## src/rtl/quadruples_counter_pkg.sv

```systemverilog
// Shared constants and the small-binomial helper for the quadruple counter.
// choose_small evaluates C(n,r) for r<=4 as a falling-factorial quotient.
package quadruples_counter_pkg;

    localparam int SIZE_DEFAULT    = 100;
    localparam int COUNT_W_DEFAULT = 16;
    localparam int QUAD            = 4;
    localparam int K_MAX           = 4;

    // n<=255 keeps n(n-1)(n-2)(n-3) below 2^32, so the product never wraps.
    function automatic logic [31:0] choose_small(input logic [7:0] n, input logic [7:0] r);
        logic [31:0] n32;
        logic [31:0] res;
        n32 = {24'd0, n};
        res = 32'd0;
        if (n < r) begin
            res = 32'd0;
        end else begin
            case (r)
                8'd0:    res = 32'd1;
                8'd1:    res = n32;
                8'd2:    res = (n32 * (n32 - 32'd1)) / 32'd2;
                8'd3:    res = (n32 * (n32 - 32'd1) * (n32 - 32'd2)) / 32'd6;
                8'd4:    res = (n32 * (n32 - 32'd1) * (n32 - 32'd2) * (n32 - 32'd3)) / 32'd24;
                default: res = 32'd0;
            endcase
        end
        return res;
    endfunction

endpackage

```

## src/rtl/quadruples_counter_popcount.sv

```systemverilog
// Combinational population count of a SIZE-bit vector (SIZE <= 255).
module qc_popcount
    import quadruples_counter_pkg::*;
#(
    parameter int SIZE = SIZE_DEFAULT
) (
    input  logic [SIZE-1:0] vec,
    output logic [7:0]      ones
);

    // Sum of all element bits; synthesis balances the chain into a tree.
    always_comb begin
        ones = 8'd0;
        for (int i = 0; i < SIZE; i++) begin
            ones = ones + {7'd0, vec[i]};
        end
    end

endmodule

```

## src/rtl/quadruples_counter.sv

```systemverilog
// Four-stage pipeline counting index quadruples whose bit sum equals k,
// via C(P,k)*C(SIZE-P,4-k) with a saturating result.
module quadruples_counter
    import quadruples_counter_pkg::*;
#(
    parameter int SIZE    = SIZE_DEFAULT,
    parameter int COUNT_W = COUNT_W_DEFAULT
) (
    input  logic               clk,
    input  logic               rst,
    input  logic               valid_in,
    input  logic [SIZE-1:0]    input_array,
    input  logic [7:0]         k,
    output logic               valid_out,
    output logic [COUNT_W-1:0] count
);

    localparam logic [7:0]  SIZE_B    = 8'(SIZE);
    localparam logic [63:0] COUNT_MAX = (64'd1 << COUNT_W) - 64'd1;

    logic [SIZE-1:0]    arr_d, arr_q;
    logic [7:0]         k1_d, k1_q, k2_d, k2_q;
    logic               v1_d, v1_q, v2_d, v2_q, v3_d, v3_q, vo_d, vo_q;
    logic [7:0]         p_d, p_q, q_d, q_q;
    logic [31:0]        a_d, a_q, b_d, b_q;
    logic [COUNT_W-1:0] count_d, count_q;
    logic [7:0]         pop_s;
    logic [63:0]        product_s;

    qc_popcount #(.SIZE(SIZE)) u_popcount (
        .vec  (arr_q),
        .ones (pop_s)
    );

    // Next-state for all stages; only the result register is gated by valid.
    always_comb begin
        arr_d     = input_array;
        k1_d      = k;
        v1_d      = valid_in;
        p_d       = pop_s;
        q_d       = SIZE_B - pop_s;
        k2_d      = k1_q;
        v2_d      = v1_q;
        a_d       = (k2_q > 8'(K_MAX)) ? 32'd0 : choose_small(p_q, k2_q);
        b_d       = choose_small(q_q, 8'(QUAD) - k2_q);
        v3_d      = v2_q;
        product_s = {32'd0, a_q} * {32'd0, b_q};
        vo_d      = v3_q;
        count_d   = count_q;
        if (v3_q) begin
            if (product_s > COUNT_MAX) begin
                count_d = '1;
            end else begin
                count_d = product_s[COUNT_W-1:0];
            end
        end else begin
            count_d = count_q;
        end
    end

    // Pipeline registers, cleared asynchronously so in-flight work is dropped.
    always_ff @(posedge clk or posedge rst) begin
        if (rst) begin
            arr_q   <= '0;
            k1_q    <= 8'd0;
            v1_q    <= 1'b0;
            p_q     <= 8'd0;
            q_q     <= 8'd0;
            k2_q    <= 8'd0;
            v2_q    <= 1'b0;
            a_q     <= 32'd0;
            b_q     <= 32'd0;
            v3_q    <= 1'b0;
            vo_q    <= 1'b0;
            count_q <= '0;
        end else begin
            arr_q   <= arr_d;
            k1_q    <= k1_d;
            v1_q    <= v1_d;
            p_q     <= p_d;
            q_q     <= q_d;
            k2_q    <= k2_d;
            v2_q    <= v2_d;
            a_q     <= a_d;
            b_q     <= b_d;
            v3_q    <= v3_d;
            vo_q    <= vo_d;
            count_q <= count_d;
        end
    end

    assign valid_out = vo_q;
    assign count     = count_q;

endmodule

```

## config.mk

```make
export PLATFORM = sky130hd
export DESIGN_NAME = quadruples_counter
export DESIGN_NICKNAME = d
export VERILOG_FILES = /design/src/rtl/quadruples_counter_pkg.sv /design/src/rtl/quadruples_counter_popcount.sv /design/src/rtl/quadruples_counter.sv
export SDC_FILE = /design/constraint.sdc
export NUM_CORES = 2
export LEC_CHECK = 0
export BUFFER_PORTS_ARGS = -buffer_cell sky130_fd_sc_hd__buf_2
export CAP_MARGIN = 30
export CORE_ASPECT_RATIO = 1.75
export CORE_MARGIN = 4
export CORE_UTILIZATION = 50
export CTS_CLUSTER_SIZE = 28
export DETAILED_ROUTE_END_ITERATION = 7
export GPL_ROUTABILITY_DRIVEN = 0
export GPL_TIMING_DRIVEN = 0
export PLACE_DENSITY = 0.77
export SYNTH_ARGS = -nofsm -noshare
export SYNTH_HDL_FRONTEND = slang
export SYNTH_HIERARCHICAL = 1
export SYNTH_SLANG_ARGS = --single-unit
export TNS_END_PERCENT = 50
```

## constraint.sdc

```tcl
create_clock -name clk -period 54.9 [get_ports clk]
set_input_delay 5.49 -clock clk [delete_from_list [all_inputs] [get_ports clk]]
set_output_delay 5.49 -clock clk [all_outputs]
set_load 0.005 [all_outputs]
```

# Word level (Yosys, flattened, before mapping)
# Cells that the tools add are included.
[word_totals]
register_bits = 216
[classes]
mul = 7
n_reduce_logical = 2
magnitude_cmp = 4
eq_ne = 8
n_div = 4
add_sub_neg = 107
n_mux = 6
[ops]
columns = ["cell", "n"]
rows = [
  ["adder 8 x 1 -> 8 bit", 98],
  ["case mux 32 bit (5 select lines)", 2],
  ["2-to-1 mux 32 bit", 3],
  ["divider 32 x 3 -> 32 bit, second input constant", 2],
  ["divider 32 x 5 -> 32 bit, second input constant", 2],
  ["greater-than comparator 64 x 16 -> 1 bit, second input constant", 1],
  ["multiplier 27 x 9 -> 32 bit", 2],
  ["multiplier 32 x 32 -> 64 bit", 1],
  ["multiplier 18 x 9 -> 27 bit", 2],
  ["multiplier 9 x 9 -> 18 bit", 2],
  ["subtractor 8 x 2 -> 9 bit, second input constant", 4],
  ["equality test 8 x 2 -> 1 bit, second input constant", 4],
  ["subtractor 8 x 1 -> 9 bit, second input constant", 2],
  ["equality test 8 x 1 -> 1 bit, second input constant", 2],
  ["equality test 8 x 3 -> 1 bit, second input constant", 2],
  ["logical NOT 8 bit", 2],
  ["less-than comparator 8 bit", 2],
  ["2-to-1 mux 16 bit", 1],
  ["greater-than comparator 8 x 3 -> 1 bit, second input constant", 1],
  ["subtractor 3 x 8 -> 8 bit, first input constant", 1],
  ["subtractor 7 x 8 -> 8 bit, first input constant", 1],
  ["adder 1 x 1 -> 2 bit", 1],
]

# Logic depth before layout (Yosys ltp)
[logic_depth]
ltp_word = 100
depth_mapped = 98

# Hierarchy
# Netlist, hierarchy kept.
[by_module_without_submodules]
columns = ["module", "n_inst", "cells_each", "seq_area_each_um2", "area_each_um2"]
rows = [
  ["quadruples_counter", 1, 9395, 5330.1, 79707.7],
  ["qc_popcount", 1, 263, 0.0, 2656.3],
]

# Worst setup path after synthesis
# Ideal clock, no wire load.
[synth_timing]
path_kind = "reg2reg"
startpoint = "register p_q[1]"
endpoint = "register a_q[0]"
arrival_time_ns = 22.311
stages_incl_launch_ff = 93
setup_ns = 0.143
path_slack_ns = 32.446
cell_sequence = "dfrtp_1 > clkinv_1 > clkbuf_1 > ha_1 > nand2b_1 > a21oi_1 > nand2_1 > ha_1 > nand2b_1 > fa_1 > fa_1 > inv_1 > fa_1 > fa_1 > inv_1 > fa_1 > inv_1 > ha_1 > [57 not listed] > nor2_1 > o21a_1 > nor3_1 > o32ai_1 > a211o_1 > buf_6 > o41ai_1 > a311oi_1 > a22oi_2 > mux2i_1 > a21oi_1 > a32o_2 > buf_6 > o22ai_1 > a211o_2 > o22ai_1 > a2111oi_0 > o22ai_1"
[synth_between]
elab_chain_len = 8
elab_cells_between_ends = 12
classes_between = "add/sub (3); mul (3); div (2); order compare (1); mux (3)"
[synth_lines]
columns = ["item", "line", "rtl"]
rows = [
  ["from (decl)", "quadruples_counter.sv:24", "logic [7:0] p_d, p_q, q_d, q_q;"],
  ["from (signal assigned)", "quadruples_counter.sv:80", "p_q <= p_d;"],
  ["subtractor 8 x 1 -> 9 bit", "quadruples_counter_pkg.sv:22, quadruples_counter_pkg.sv:23, quadruples_counter_pkg.sv:24", ""],
  ["multiplier 9 x 9 -> 18 bit", "quadruples_counter_pkg.sv:22, quadruples_counter_pkg.sv:23, quadruples_counter_pkg.sv:24", ""],
  ["multiplier 18 x 9 -> 27 bit", "quadruples_counter_pkg.sv:23, quadruples_counter_pkg.sv:24", ""],
  ["multiplier 27 x 9 -> 32 bit", "quadruples_counter_pkg.sv:24", "8'd4: res = (n32 * (n32 - 32'd1) * (n32 - 32'd2) * (n32 - 32'd3)) / 32'd24;"],
  ["divider 32 x 5 -> 32 bit", "quadruples_counter_pkg.sv:24", ""],
  ["case mux 32 bit (5 select lines)", "quadruples_counter_pkg.sv:19", "case (r)"],
  ["2-to-1 mux 32 bit *", "quadruples_counter_pkg.sv:16", "if (n < r) begin"],
  ["2-to-1 mux 32 bit *", "quadruples_counter.sv:44", "a_d = (k2_q > 8'(K_MAX)) ? 32'd0 : choose_small(p_q, k2_q);"],
  ["via a_d[0]", "quadruples_counter.sv:25", "logic [31:0] a_d, a_q, b_d, b_q;"],
  ["to (signal assigned)", "quadruples_counter.sv:71", "a_q <= 32'd0;"],
  ["to (signal assigned)", "quadruples_counter.sv:84", "a_q <= a_d;"],
  ["to (decl)", "quadruples_counter.sv:25", ""],
]
# Mark *: on every way through the listed nets, which the timed path passes. The rest lies on a longest branch.
# A chain may end at the register's enable or synchronous reset.

==> summary.md <==
| Metric | Value |
|---|---|
| Cell variety after synth | `155` |
| CTS tree | `done` |
| Top_reg_cell synth | `dfrtp_1` |
| Sequential area share after synthesis | `6.471%` |
| Cells after Synth | `9658` |
| Final setup vio count | `0` |
| Top delay family on crit path | `adder cells` |
| Synth area leader | `fa_1` |
| Top post-synthesis cells by area | `fa_1 39%, ha_1 11%, inv_1 8.5%, dfrtp_1 6.5%, nand2_1 6.3%` |
| # DRC | `0` |
| CTS buffer count | `24` |
| Post-synth EDFFs | `0` |
| Worst-path fanout max | `10` |
| Hold crit path type | `reg -> reg` |
| Final hold vios | `0` |
| I/O pin total | `128` |
| Syn nets | `12080` |
| Largest net degree at the start of global routing | `132` |
| # rows | `196` |
| Crit path buf inv count | `19` |
| CTS Buffer Depth | `3` |
| Fmax | `0.03590 GHz` |
| Crit-path max cell delay | `0.79 ns` |
| Slowest cell on the critical path | `clkbuf_1` |
| Starting DRT DRC Count | `5759` |
| DIE HEIGHT | `544.9 um` |
| WL final | `277.3 mm` |
| Number of global-route vias before repair | `77310` |
| Reg-to-Reg Start | `q_q[0]$_DFF_PP0_` |
| Post-DRT Antenna Nets | `0` |
| Worst Path Arrival | `28.32 ns` |
| Root Driver | `clkbuf_16` |
| Starting Density | `50.43%` |
| Clock network latency to the later pin of the worst-skew pair | `0.64 ns` |
| Crit end category | `flip-flop` |
| Async S/R FF share, synth | `100.0%` |
| Crit share post-route | `50.74%` |
| Number of port buffers | `127` |
| DR vias | `72260` |
| Post-CTS sizing | `0` |
| Synth warn | `6` |
| DRT Pass-1 Iters | `7` |
| Hold buffer count at CTS | `0` |
| Max Slew Vio Count | `0` |
| Post-CTS setup buffers | `0` |
| Skew final | `0.04942 ns` |
| Detail Placement HPWL | `225.5 mm` |
| Tmin final | `27.85 ns` |
| First-pass GRT wire length | `429.3 mm` |
| GRT Overall Usage | `32.82%` |
| Worst-margin pin slew | `1.178 ns` |
| Status | `completed` |
| Worst path required time | `55.37 ns` |
| #FFs+latches synth | `213` |
| Average wire per standard cell | `22.95 um` |
| Post-synthesis cell area | `82360 sq um` |
| Setup TNS Final | `0 ns` |
| Core area | `163300 sq um` |
| Width of the die | `314.8 um` |
| Vias per cell | `5.981` |
| Hold Path Origin | `k1_q[7]$_DFF_PP0_` |
| Most frequent cells after synthesis | `1864 x inv_1, 1609 x fa_1, 1373 x nand2_1` |
| Top-count cell post-synth | `inv_1` |
| Syn Area/Cell | `8.528 sq um` |
| Ratio of cells with drive above 1 in the final layout | `4.886%` |
| Area grow syn2layout | `6.105%` |
| Setup crit start | `q_q[0]$_DFF_PP0_` |
| Initial antenna violation count | `20` |
| Clk sinks | `213` |
| Grt total ovfl | `0` |
| Yosys top cell area share | `39.11%` |
| CTS H-tree depth | `1` |
| Worst Setup Start Kind | `flip-flop` |
| Relative slew slack | `21.49%` |
| RSZ-0062 raised after global routing | `no` |
| Reg clk slew, reported paths | `0.06 ns` |
| Full die area | `171500 sq um` |
| Crit Path Category | `reg -> reg` |
| Max-cap violations | `0` |
| Net count, final | `12290` |
| Cell mode on critical path | `fa_1` |
-- worst register-to-register path, delay by kind of cell (launching register included) --
| kind | cells | cell delay, ns |
|---|---|---|
| simple gates | 17 | 4.90 |
| flops | 1 | 0.42 |
| buf+inv | 19 | 4.89 |
| fa+ha+maj | 20 | 8.55 |
| compound gates | 32 | 8.12 |
| xor+xnor | 2 | 0.77 |
-- stage by stage --
step | cells | setup WS (ns) | utilization, % | instance area [sq um] | hold WS [ns]
floorplan | 9658 | 32.45 | - | 82360 | 0.3312
global placement | 11960 | 28.38 | 52.49 | 85720 | 0.3401
detailed placement | 11990 | 27.85 | 52.69 | 86050 | 0.3411
finish | 12080 | 27.05 | 53.51 | 87390 | 0.3577
global route | 12070 | 25.81 | 53.49 | 87360 | 0.3628
CTS | 12030 | 27.79 | 53.19 | 86880 | 0.3567
-- flip-flops by register name (all words and copies together), names as in the netlist --
| signal | flops |
|---|---|
| arr_q | 100 |
| k2_q | 8 |
| v1_q | 1 |
| b_q | 31 |
| v3_q | 1 |
| count | 16 |
| a_q | 31 |
| k1_q | 8 |
| valid_out | 1 |
| v2_q | 1 |
| q_q | 8 |
| p_q | 7 |
-- cell usage in the layout (no fill, tap or decap), drive strengths merged, types with 18 or more instances in the layout --
cell,count
a2111oi,19
a21o,53
and2,369
o21bai,40
mux2i,40
nor2b,73
buf,243
nor2,622
or3,34
o211ai,47
nand2,1374
o21ai,247
ha,697
inv,1872
a211oi,55
and3,42
nand3,121
o31ai,36
or2,38
nand4,31
o311ai,23
o22ai,27
or4,21
clkbuf,444
xnor2,220
a221oi,29
dfrtp,213
xor2,91
o21a,42
nor3,146
a311oi,23
a21boi,18
a31oi,71
fa,1609
nor4,42
a21oi,315
nand2b,194
o2111ai,19
-- cells by family after synthesis --
kind of cell               share of synthesized area [%]
AOI/OAI and AO/OA                                  10.64
and+or+nand+nor                                    17.86
buffers and inverters                              11.05
DFF                                                6.471
adders and majority gates                          49.74
xor gates and xnor gates                           3.474
muxes                                             0.7565
-- layer usage --
| metal | vias to the layer above | GRT usage [%] | routed length (um) |
|---|---|---|---|
| met4 | 12 | 34.69 | 38960 |
| met3 | 1965 | 10.35 | 27920 |
| li1 | 30660 | - | - |
| met5 | - | 0.2273 | 104 |
| met2 | 4604 | 54.75 | 130500 |
| met1 | 35020 | 30.46 | 79760 |
-- path summary, 6_finish.rpt --
| path | to | slack, ns | cells past startpoint |
|---|---|---|---|
| max in group asynchronous | arr_q[17]$_DFF_PP0_ | 48.92 | 3 |
| min in group asynchronous | b_q[0]$_DFF_PP0_ | 4.98 | 2 |
| worst min-delay path | k2_q[7]$_DFF_PP0_ | 0.36 | 0 |
| worst max-delay path | a_q[0]$_DFF_PP0_ | 27.05 | 90 |
| worst min register to register | k2_q[7]$_DFF_PP0_ | 0.36 | 0 |
| worst max register to register | a_q[0]$_DFF_PP0_ | 27.05 | 90 |
-- area by class of cell --
type / instances / area, sq um
diodes: 17 / 42.54
repair buffers: 187 / 1414
well taps: 2178 / 2725
fillers: 14560 / 75930
plain buffers: 476 / 2083
inverters: 1871 / 7030
clock buffers: 27 / 633.1
multi-input cells: 7098 / 67940
clock inverters: 14 / 190.2
flip-flops and latches: 213 / 5330
Power is left out: the tool's default activity adds up to more than one toggle a clock period on the data nets, which glitch-free logic cannot reach.
